==> src/rtl/pon_burst_timing_gen.sv <==
// Upstream PON burst framing generator: turns shadowed preamble/burst/period
// configuration into registered per-cycle TX framing strobes.
`timescale 1ns/1ps
module pon_burst_timing_gen #(
    parameter int CFG_W = 32,
    parameter int CNT_W = 32
) (
    input  logic             hb0_gtwiz_userclk_tx_usrclk2_int,
    input  logic             hb0_gtwiz_reset_n,
    input  logic             enable,
    input  logic [CFG_W-1:0] preamble_length,
    input  logic [CFG_W-1:0] burst_length,
    input  logic [CFG_W-1:0] burst_period,
    output logic             burst_en,
    output logic             preamble_active,
    output logic             payload_active,
    output logic             burst_sof,
    output logic             burst_eof,
    output logic [CNT_W-1:0] burst_count,
    output logic             config_error,
    output logic             busy
);

    typedef enum logic [1:0] {IDLE, PREAMBLE, PAYLOAD, GAP} state_t;

    localparam logic [CFG_W-1:0] ONE = CFG_W'(1);
    localparam logic [CFG_W-1:0] TWO = CFG_W'(2);
    localparam logic [CFG_W:0]   ONE_W = (CFG_W+1)'(1);

    state_t           state_q, state_d;
    logic [CFG_W-1:0] pre_q, pre_d, len_q, len_d, per_q, per_d, cnt_q, cnt_d;
    logic             cerr_q, cerr_d;
    logic             burst_en_q, burst_en_d, pre_act_q, pre_act_d;
    logic             pay_act_q, pay_act_d, sof_q, sof_d, eof_q, eof_d;
    logic             busy_q, busy_d;
    logic [CNT_W-1:0] count_q;

    logic [CFG_W:0]   in_sum, pl_end;
    logic             in_valid, launch, run_d, boundary;

    always_comb begin
        // One extra bit on the sum so pre+len cannot wrap into a false "valid".
        in_sum   = {1'b0, preamble_length} + {1'b0, burst_length};
        in_valid = (burst_length != '0) && (burst_period >= TWO) &&
                   (in_sum <= {1'b0, burst_period});

        state_d  = state_q;
        pre_d    = pre_q;
        len_d    = len_q;
        per_d    = per_q;
        cnt_d    = cnt_q;
        cerr_d   = cerr_q;
        launch   = 1'b0;
        run_d    = (state_q != IDLE);
        boundary = (state_q != IDLE) && (cnt_q == per_q - ONE);

        if (state_q == IDLE) begin
            launch = enable;
        end else if (boundary) begin
            launch = enable;
            if (!enable) run_d = 1'b0;
        end else begin
            cnt_d = cnt_q + ONE;
        end

        if (launch) begin
            pre_d  = preamble_length;
            len_d  = burst_length;
            per_d  = burst_period;
            cerr_d = !in_valid;
            cnt_d  = '0;
            run_d  = in_valid;
        end

        pl_end = {1'b0, pre_d} + {1'b0, len_d};
        if (!run_d)                           state_d = IDLE;
        else if (cnt_d < pre_d)               state_d = PREAMBLE;
        else if ({1'b0, cnt_d} < pl_end)      state_d = PAYLOAD;
        else                                  state_d = GAP;

        // Strobes are decoded from the next state so they leave as flops.
        pre_act_d  = (state_d == PREAMBLE);
        pay_act_d  = (state_d == PAYLOAD);
        burst_en_d = pre_act_d || pay_act_d;
        sof_d      = pay_act_d && (cnt_d == pre_d);
        eof_d      = pay_act_d && ({1'b0, cnt_d} == pl_end - ONE_W);
        busy_d     = (state_d != IDLE);
    end

    always_ff @(posedge hb0_gtwiz_userclk_tx_usrclk2_int or negedge hb0_gtwiz_reset_n) begin
        if (!hb0_gtwiz_reset_n) begin
            state_q    <= IDLE;
            pre_q      <= '0;
            len_q      <= '0;
            per_q      <= '0;
            cnt_q      <= '0;
            cerr_q     <= 1'b0;
            burst_en_q <= 1'b0;
            pre_act_q  <= 1'b0;
            pay_act_q  <= 1'b0;
            sof_q      <= 1'b0;
            eof_q      <= 1'b0;
            busy_q     <= 1'b0;
            count_q    <= '0;
        end else begin
            state_q    <= state_d;
            pre_q      <= pre_d;
            len_q      <= len_d;
            per_q      <= per_d;
            cnt_q      <= cnt_d;
            cerr_q     <= cerr_d;
            burst_en_q <= burst_en_d;
            pre_act_q  <= pre_act_d;
            pay_act_q  <= pay_act_d;
            sof_q      <= sof_d;
            eof_q      <= eof_d;
            busy_q     <= busy_d;
            count_q    <= count_q + {{(CNT_W-1){1'b0}}, eof_q};
        end
    end

    assign burst_en        = burst_en_q;
    assign preamble_active = pre_act_q;
    assign payload_active  = pay_act_q;
    assign burst_sof       = sof_q;
    assign burst_eof       = eof_q;
    assign burst_count     = count_q;
    assign config_error    = cerr_q;
    assign busy            = busy_q;

endmodule

==> config.mk <==
export PLATFORM = sky130hd
export DESIGN_NAME = pon_burst_timing_gen
export DESIGN_NICKNAME = d
export VERILOG_FILES = /design/src/rtl/pon_burst_timing_gen.sv
export SDC_FILE = /design/constraint.sdc
export NUM_CORES = 1
export LEC_CHECK = 0
export BUFFER_PORTS_ARGS = -buffer_cell sky130_fd_sc_hd__buf_2
export CORE_ASPECT_RATIO = 1.75
export CORE_MARGIN = 10
export CORE_UTILIZATION = 54
export DETAILED_ROUTE_END_ITERATION = 10
export GPL_ROUTABILITY_DRIVEN = 0
export HOLD_SLACK_MARGIN = 0.1
export PLACE_DENSITY = 0.83
export RECOVER_POWER = 25
export SLEW_MARGIN = 20
export SYNTH_ARGS = -nofsm -noshare
export SYNTH_HDL_FRONTEND = slang
export SYNTH_SLANG_ARGS = --single-unit
==> constraint.sdc <==
create_clock -name hb0_gtwiz_userclk_tx_usrclk2_int -period 29.1 [get_ports hb0_gtwiz_userclk_tx_usrclk2_int]
set_clock_uncertainty 0.1 [all_clocks]
set_input_delay 5.82 -clock hb0_gtwiz_userclk_tx_usrclk2_int [delete_from_list [all_inputs] [get_ports hb0_gtwiz_userclk_tx_usrclk2_int]]
set_output_delay 5.82 -clock hb0_gtwiz_userclk_tx_usrclk2_int [all_outputs]
set_load 0.05 [all_outputs]
==> metrics.cfg <==
[yosys]
syn_area_per_cell_um2 = 8.35
postSynth.asyncResetShare_pct = 100
synth-edff-count = 0
synth_seq_cells = 169
synthCells = 1797
yosysWarningCount = 0
synthTopCellsByArea = dfrtp_1 28%, ha_1 14%, xnor2_1 6.6%
synth_nets = 2061
synth.top_cell.area_share_pct = 28.2
synth.largest_area_cell = dfrtp_1
ys_seq_area_share_pct = 28.2
synth-main-ff-cell = dfrtp_1
synth.distinct_cells = 88
synth_area_um2 = 15000

[sta]
layout_setup_ws_ns = 14.65
rsz0062_at_grt = false
period_share_pct = 49.7
fmax_mhz = 69.2
drv_slew = 105
setup_viol = 0
final-hold-violation-count = 0
slew_headroom_pct = -108
layout_min_cycle_time_ns = 14.45
tns_ns = 0
worst-slew-pin-transition_ns = 3.12
holdWs_ns = 0.379

[cts]
cts_max_level = 4
cts.sinks = 169
post_cts_buffers = 0
cts_tree = done
cts_resized = 0
worstSkewPairLatency_ns = 0.48
cts_buffers = 17
cts-root-buf = clkbuf_16
clk_pin_slew_ns = 0.07
clock_path_buffers = 2
postCtsHoldBufs = 0

[global_routing]
grt_pass1_wl_um = 74300
overflow = 0
grt_max_degree = 69
track_usage_pct = 26.5
grt_antenna_before_repair = 1
grt_pass1_vias = 14300

[setup_path]
cpMaxStageDelayCell = a21oi_1
critPathMostFrequentCell = a21oi_1
crit_cells = 39
critPathLaunchType = input port
reg2reg_from = per_q[8]
rr_worst_depth = 37
cpLargestDelayFamily = compound AO/OA/AOI/OAI gates
required_ns = 29.38
cp_slowest_stage_delay_ns = 0.59
cp-startpoint = burst_length[0]
critical_path_class = in2reg
worstReg2RegEnd = burst_eof
crit_buf_inv = 1
cp-end-kind = flop
critPathArrivalTime_ns = 14.73
crit_fanout = 5
regToRegSetupSlack_ns = 17.26

[layout]
fillers = 2299
final_cell_mix = 232 x nand2_1, 169 x dfrtp_1, 164 x ha_1
nNetsFinal = 2181
layout_commonest_cell = nand2_1
syn_to_final_growth_pct = 10.8
finalCoreUtilization_pct = 60.9
layout-drive-gt1-share_pct = 11.3

[power]
irDropWorstVdd_mv = 0.0411
leakage_nw = 8.07
power_density_nw_per_um2 = 33.0

[floorplan]
io_pins = 138
start_util_pct = 54.9
core_um2 = 27300
die-height_um = 241
die_width_um = 146
dieArea_um2 = 35100
fp-row-count = 80

[detailed_routing]
ant_nets = 0
num_vias = 14400
via_per_inst = 6.28
wl_met2_um = 23500
wl_met1_um = 17000
drt_iter0_drc = 1365
dr_wl_met3_um = 2980
firstDrtPassIters = 9
drc_errors = 0
highest_layer = met4
wl_per_cell_um = 20.8
routed_wl_um = 47700

[worst_hold_path]
hp-class = reg2reg
min_to = len_q[22]
hold_start = len_q[22]
hold_depth = 2

[place]
preCtsSetupSlack_ns = 14.40
io_buffers = 137
dp_hpwl_um = 38300

[job]
max-cap-violations = 2

[status]
failed_checks = capacitance limit, slew limit
outcome = complete, but fails checks

## routing by layer
layer  vias up  GRT usage (%)
li1       6693              -
met1      6780           27.2
met2       717           46.2
met3       246           4.48
met4         0           22.5
met5         -              0
## cells by family after synthesis
logic type | after synthesis | synth area share (%)
XOR/XNOR | 178 | 10.4
AO/OA/AOI/OAI | 406 | 17.8
flip-flops | 169 | 28.2
adder cells (fa/ha/maj) | 170 | 14.1
buffers and inverters | 170 | 4.31
AND/OR/NAND/NOR | 668 | 22.8
multiplexers | 36 | 2.43
## worst register-to-register path, delay by kind of cell, from the launching register on
family	cells	cell delay [ns]
AOI/OAI and AO/OA	19	5.78
xor gates and xnor gates	1	0.43
adders and majority gates	3	0.79
buffers and inverters	2	0.20
DFF	1	0.45
muxes	1	0.33
and+or+nand+nor	11	3.67
## flip-flops by register name (all words and copies together), names as in the netlist, 2 cells and up
name         count
pre_q           32
cnt_q           32
state_q          2
len_q           32
per_q           32
burst_count     32
## synthesized netlist by cell type, types with 4 or more instances
cell and count:
o31ai_1 10, nand2_1 232, a21oi_1 93, a211oi_1 19, nand2b_1 14, buf_1 4, or4_1 4, a21o_1 51
a211o_1 5, o21ai_0 94, and4_1 10, o211ai_1 14, o21bai_1 12, o221ai_1 6, or2_2 11, and3_1 28
mux2i_1 33, a2111oi_0 5, nor2_1 107, xnor2_1 113, nand4_1 48, ha_1 164, a31o_2 4, dfrtp_1 169
nand3_1 51, clkbuf_1 37, o2111ai_1 4, nor4_4 4, or3_1 20, nor2b_1 18, nor3_1 43, buf_2 4
nand4b_1 4, and2_1 14, a31oi_1 13, o22ai_1 7, nor4_1 29, xor2_1 65, maj3_1 5, inv_1 124
nand3b_1 5, o21a_1 28
## final cells by class
class | count | area [um^2] | share of cell area [%]
clock inverter | 13 | 138 | 0.827
timing repair buffer | 147 | 756 | 4.54
inverter | 124 | 465 | 2.80
tap | 369 | 462 | 2.78
antenna | 1 | 2.50 | 0.0150
clock buffer | 18 | 439 | 2.64
sequential | 169 | 4230 | 25.4
multi-input combinational | 1458 | 10100 | 61.0
## worst max-delay path by stage
stage	endpoint
floorplan	burst_eof
CTS	burst_eof
finish	burst_eof
global placement	burst_eof
detailed placement	burst_eof
global route	burst_eof
## power by group
part | internal [mW] | switching (mW)
logic | 0.0321 | 0.0524
clock network | 0.122 | 0.108
registers | 0.235 | 0
total | 0.389 | 0.160
## per-stage QoR
step | cells | total power [mW] | cell area, um^2
2_1_floorplan | 1797 | 0.285 | 15000
3_3_place_gp | 2267 | 0.318 | 16100
3_5_place_dp | 2267 | 0.321 | 16100
4_1_cts | 2298 | 0.549 | 16600
5_1_grt | 2299 | 0.568 | 16600
6_report | 2299 | 0.549 | 16600
No activity file was read; power rests on OpenSTA's default activity.
